### src/rtl/gps_nav_frame_tx.sv
// Captures position/velocity samples and serializes each launched sample as an
// 11-byte frame (sync, seq, position, velocity, checksum) on a valid/ready byte stream.
module gps_nav_frame_tx #(
  parameter logic [7:0]  SYNC_BYTE = 8'hA5,
  parameter int unsigned DECIM     = 1
) (
  input  logic        clk,
  input  logic        rst,
  input  logic [31:0] position,
  input  logic [31:0] velocity,
  input  logic        sample_valid,
  output logic [7:0]  tx_data,
  output logic        tx_valid,
  input  logic        tx_ready,
  output logic        busy,
  output logic [7:0]  seq,
  output logic [15:0] frames_sent,
  output logic [15:0] drop_cnt
);

  localparam logic [0:0] IDLE = 1'b0;
  localparam logic [0:0] SEND = 1'b1;
  localparam logic [7:0] DECIM_LAST = 8'(DECIM - 1);
  localparam logic [3:0] LAST_IDX   = 4'd10;

  logic [0:0]  state_q, state_d;
  logic [3:0]  idx_q, idx_d;
  logic [7:0]  dcnt_q, dcnt_d;
  logic [7:0]  seq_q, seq_d;
  logic [7:0]  sseq_q, sseq_d;
  logic [31:0] pos_q, pos_d;
  logic [31:0] vel_q, vel_d;
  logic [7:0]  tx_data_q, tx_data_d;
  logic        tx_valid_q, tx_valid_d;
  logic [15:0] frames_q, frames_d;
  logic [15:0] drop_q, drop_d;
  logic        launch, hs;

  function automatic logic [7:0] checksum(input logic [7:0] s, input logic [31:0] p,
                                          input logic [31:0] v);
    checksum = s + p[31:24] + p[23:16] + p[15:8] + p[7:0]
                 + v[31:24] + v[23:16] + v[15:8] + v[7:0];
  endfunction

  function automatic logic [7:0] frame_byte(input logic [3:0] i, input logic [7:0] s,
                                            input logic [31:0] p, input logic [31:0] v);
    case (i)
      4'd0:    frame_byte = SYNC_BYTE;
      4'd1:    frame_byte = s;
      4'd2:    frame_byte = p[31:24];
      4'd3:    frame_byte = p[23:16];
      4'd4:    frame_byte = p[15:8];
      4'd5:    frame_byte = p[7:0];
      4'd6:    frame_byte = v[31:24];
      4'd7:    frame_byte = v[23:16];
      4'd8:    frame_byte = v[15:8];
      4'd9:    frame_byte = v[7:0];
      4'd10:   frame_byte = checksum(s, p, v);
      default: frame_byte = 8'h00;
    endcase
  endfunction

  assign launch = sample_valid && (dcnt_q == 8'd0);
  assign hs     = tx_valid_q && tx_ready;

  always_comb begin
    state_d    = state_q;
    idx_d      = idx_q;
    dcnt_d     = dcnt_q;
    seq_d      = seq_q;
    sseq_d     = sseq_q;
    pos_d      = pos_q;
    vel_d      = vel_q;
    tx_data_d  = tx_data_q;
    tx_valid_d = tx_valid_q;
    frames_d   = frames_q;
    drop_d     = drop_q;

    // Decimation advances on every strobe, independent of frame activity.
    if (sample_valid) begin
      dcnt_d = (dcnt_q == DECIM_LAST) ? 8'd0 : dcnt_q + 8'd1;
    end

    case (state_q)
      IDLE: begin
        if (launch) begin
          pos_d      = position;
          vel_d      = velocity;
          sseq_d     = seq_q;
          seq_d      = seq_q + 8'd1;
          idx_d      = 4'd0;
          tx_valid_d = 1'b1;
          tx_data_d  = SYNC_BYTE;
          state_d    = SEND;
        end
      end
      SEND: begin
        // Launches during a frame, including its final handshake cycle, are lost.
        if (launch && (drop_q != 16'hFFFF)) begin
          drop_d = drop_q + 16'd1;
        end
        if (hs) begin
          if (idx_q == LAST_IDX) begin
            state_d    = IDLE;
            tx_valid_d = 1'b0;
            tx_data_d  = 8'h00;
            frames_d   = frames_q + 16'd1;
          end else begin
            idx_d     = idx_q + 4'd1;
            tx_data_d = frame_byte(idx_q + 4'd1, sseq_q, pos_q, vel_q);
          end
        end
      end
      default: state_d = IDLE;
    endcase
  end

  always_ff @(posedge clk or posedge rst) begin
    if (rst) begin
      state_q    <= IDLE;
      idx_q      <= 4'd0;
      dcnt_q     <= 8'd0;
      seq_q      <= 8'd0;
      sseq_q     <= 8'd0;
      pos_q      <= 32'd0;
      vel_q      <= 32'd0;
      tx_data_q  <= 8'h00;
      tx_valid_q <= 1'b0;
      frames_q   <= 16'd0;
      drop_q     <= 16'd0;
    end else begin
      state_q    <= state_d;
      idx_q      <= idx_d;
      dcnt_q     <= dcnt_d;
      seq_q      <= seq_d;
      sseq_q     <= sseq_d;
      pos_q      <= pos_d;
      vel_q      <= vel_d;
      tx_data_q  <= tx_data_d;
      tx_valid_q <= tx_valid_d;
      frames_q   <= frames_d;
      drop_q     <= drop_d;
    end
  end

  assign tx_data     = tx_data_q;
  assign tx_valid    = tx_valid_q;
  assign busy        = (state_q == SEND);
  assign seq         = seq_q;
  assign frames_sent = frames_q;
  assign drop_cnt    = drop_q;

endmodule

### config.mk
export PLATFORM = sky130hd
export DESIGN_NAME = gps_nav_frame_tx
export DESIGN_NICKNAME = d
export VERILOG_FILES = /design/src/rtl/gps_nav_frame_tx.sv
export SDC_FILE = /design/constraint.sdc
export NUM_CORES = 1
export LEC_CHECK = 0
export CORE_ASPECT_RATIO = 1.25
export CORE_MARGIN = 2
export CORE_UTILIZATION = 35
export CTS_BUF_LIST = sky130_fd_sc_hd__clkbuf_4 sky130_fd_sc_hd__clkbuf_8
export DETAILED_ROUTE_END_ITERATION = 10
export PLACE_DENSITY_LB_ADDON = 0.1
export SYNTH_ARGS = -nofsm -noshare
export SYNTH_HDL_FRONTEND = slang
export SYNTH_SLANG_ARGS = --single-unit
export TNS_END_PERCENT = 20
### constraint.sdc
create_clock -name clk -period 3.7 [get_ports clk]
set_input_delay 0.37 -clock clk [delete_from_list [all_inputs] [get_ports clk]]
set_output_delay 0.37 -clock clk [all_outputs]
set_load 0.01 [all_outputs]
==> results.txt <==
setup violators final: 5
crit-path cells: fa_1 > fa_1 > fa_1 > inv_1 > fa_1 > inv_2 > ha_4 > inv_2 > fa_2 > nor2b_1 > o21a_1 > or3_1 > a32oi_1 > and4_1 > o21ai_1
Main synth FF type: sky130_fd_sc_hd__dfrtp_1
CP max stage cell: sky130_fd_sc_hd__fa_1
number of DRC violations after detailed routing: 0
failing checks: negative setup slack
Hold Path Class: in2reg
Die Wd: 137 um
count of unique library cells instantiated by Yosys: 62
antenna violation net count after detailed routing: 0
filler cell count in the final layout: 2122
final hold violation count: 0
Area after DPL: 9800 um2
max-cap viol count: 0
most area-hungry cell type in the Yosys netlist: sky130_fd_sc_hd__dfrtp_1
Critical Path End Type: flop
met1 wire length: 9.09 mm
combined area of all synthesized cells: 7680 um2
initial core utilization: 35.7%
number of DRC markers after the initial detailed-route iteration: 336
proportion of synthesized flip-flops having asynchronous set or reset: 100%
fraction of final layout cells with drive strength greater than 1: 14.8%
Routed met3 length: 856 um
Final TNS setup: -1320 ps
hold buffer count at CTS: 0
max_slew headroom: 44.8%
DR pass1 iterations: 5
number of cell rows: 60
top cells by area in the synthesized netlist: sky130_fd_sc_hd__dfrtp_1 44%, sky130_fd_sc_hd__fa_1 12%, sky130_fd_sc_hd__nand2_1 11%
final setup margin: -387 ps
Detail Placement HPWL: 16.9 mm
clock tree root buffer cell: sky130_fd_sc_hd__clkbuf_8
top sig layer: met4
count of input and output buffers: 117
part of the cycle the worst path needs: 110%
clock buffers created by TritonCTS: 17
fraction of the yosys area taken by sequential cells: 43.6%
Clock Skews: 14.9 ps
CP Launch Type: flop
routability cong.: 0.870
number of nets in the layout: 1121
number of warnings reported in the yosys synthesis log: 0
result of the run: complete, but fails checks
Routed wire per std cell: 17.7 um
number of instances in the synthesized netlist: 793
largest net degree at the start of global routing: 135
RSZ-0062 raised after global routing: true
length of routed met2 wiring: 11.9 mm
Synth top area share: 43.6%
vias in the first global route: 6729
cell area after layout: 10200 um2
clock tree from TritonCTS: yes
first-pass GRT wire length: 35.8 mm
clock network latency to the later pin of the worst-skew pair: 450 ps
via count of the routed design: 6381
actual transition at the worst max-transition pin: 826 ps
GRT Total Usage: 20.6%
Most Frequent Cell on Critical Path: sky130_fd_sc_hd__fa_1
Synth-to-Final Area Change: 33.1%
Tmin final: 4090 ps
average cell area after synthesis: 9.69 um2
Num Clock Sinks: 134
peak clock frequency supported by timing: 0.245 GHz
Net Count, Synth: 924
arrival time of data at the critical path endpoint: 4420 ps
final slew viol count: 0
final wirelength: 22.7 mm
height of the die: 170 um
Clock Path Buffers: 2
CP Max Fanout: 2
number of primary I/O pins: 118
Worst Setup Path Type: reg2reg
required time worst endpoint: 4030 ps
delay contributed by the slowest stage of the critical path: 610 ps
EDFF count, synth: 0
Fin Hold WS: 436 ps
Clock transition at path regs: 90 ps
antenna violations before repair: 0
Die Outline Area: 23200 um2
CTS H-tree depth: 4
placeable core area: 21500 um2
post-detailed-route via-to-cell ratio: 4.98
total congestion overflow after global routing: 0
Ant. Diodes: 0
number of register bits inferred by synthesis: 134
## cell type report
| class | instances | area, um2 | area share, % |
|---|---|---|---|
| multi-input cells | 558 | 3990 | 39.0 |
| flip-flops and latches | 134 | 3350 | 32.8 |
| repair buffers | 208 | 1870 | 18.3 |
| well taps | 279 | 349 | 3.41 |
| inverters | 71 | 270 | 2.64 |
| clock buffers | 18 | 248 | 2.42 |
| clock inverters | 14 | 149 | 1.46 |
## routing by layer
| layer | up-vias | track usage (%) |
|---|---|---|
| met5 | - | 0 |
| met4 | 0 | 8.74 |
| met3 | 47 | 3.76 |
| met2 | 165 | 36.5 |
| met1 | 3150 | 24.1 |
| li1 | 3019 | - |
## registers in the layout (all words and copies together) (netlist names)
register and cells:
busy 1, dcnt_q 8, drop_cnt 16, frames_sent 16, idx_q 4, pos_q 32, seq 8, sseq_q 8
tx_data 8, tx_valid 1, vel_q 32
## cell usage after synthesis (15+ instances only)
master                     number
sky130_fd_sc_hd__clkbuf_1      21
sky130_fd_sc_hd__xor2_1        21
sky130_fd_sc_hd__xnor2_1       37
sky130_fd_sc_hd__nand4_1       15
sky130_fd_sc_hd__nand3_1       21
sky130_fd_sc_hd__dfrtp_1      134
sky130_fd_sc_hd__nand2_1      217
sky130_fd_sc_hd__nor2_1        26
sky130_fd_sc_hd__fa_1          45
sky130_fd_sc_hd__inv_1         71
sky130_fd_sc_hd__ha_1          18
sky130_fd_sc_hd__o21ai_0       31
## layout by cell type (no fill, tap or decap), types with 10 or more instances in the layout
cell / Yosys / routed
sky130_fd_sc_hd__dfrtp_1: 134 / 134
sky130_fd_sc_hd__a22oi_1: 10 / 10
sky130_fd_sc_hd__clkdlybuf4s50_1: 0 / 117
sky130_fd_sc_hd__clkbuf_8: 0 / 18
sky130_fd_sc_hd__nand4_1: 15 / 15
sky130_fd_sc_hd__nor2_1: 26 / 26
sky130_fd_sc_hd__xor2_1: 21 / 21
sky130_fd_sc_hd__fa_1: 45 / 43
sky130_fd_sc_hd__xnor2_1: 37 / 37
sky130_fd_sc_hd__o21ai_0: 31 / 30
sky130_fd_sc_hd__inv_1: 71 / 67
sky130_fd_sc_hd__nand2_1: 217 / 217
sky130_fd_sc_hd__ha_1: 18 / 16
sky130_fd_sc_hd__nand3_1: 21 / 21
sky130_fd_sc_hd__buf_4: 0 / 90
## through the flow
step	utilization, %	worst slack, ps	instances
3_5_place_dp	45.5	-514	1249
5_1_grt	47.5	-562	1282
6_report	47.5	-387	1282
3_3_place_gp	45.5	-384	1249
2_1_floorplan	-	-212	793
4_1_cts	47.4	-405	1281
## worst paths after layout
| kind | from | end | slack (ps) | depth (start not counted) |
|---|---|---|---|---|
| setup / recovery | vel_q[10]$_DFFE_PP0P_ | tx_data[6]$_DFFE_PP0P_ | -390 | 15 |
| min in group asynchronous | rst | frames_sent[0]$_DFFE_PP0P_ | 500 | 3 |
| setup reg to reg | vel_q[10]$_DFFE_PP0P_ | tx_data[6]$_DFFE_PP0P_ | -390 | 15 |
| hold reg to reg | frames_sent[15]$_DFFE_PP0P_ | frames_sent[15]$_DFFE_PP0P_ | 480 | 1 |
| max in group asynchronous | rst | pos_q[2]$_DFFE_PP0P_ | 2660 | 3 |
| hold / removal | position[24] | pos_q[24]$_DFFE_PP0P_ | 440 | 3 |
## worst max-delay path, delay by kind of cell, from the launching register on
family / cells / cell delay [ps]
compound gates: 3 / 420
fa+ha+maj: 6 / 2400
buf+inv: 3 / 150
flops: 1 / 410
simple gates: 3 / 560
## kinds of logic after synthesis
logic type | synth area share (%)
simple gates | 19.0
compound gates | 10.7
xor+xnor | 6.61
fa+ha+maj | 14.7
flops | 43.6
mux | 0.293
buf+inv | 5.08
## repair_timing
action                                  in CTS  in global routing
setup buffers                                0                  1
endpoints found under the setup margin       5                  5
gates resized for setup                      5                  2
pin swaps                                   11                  5
Power is left out: the tool's default activity adds up to more than one toggle a clock period on the data nets, which glitch-free logic cannot reach.
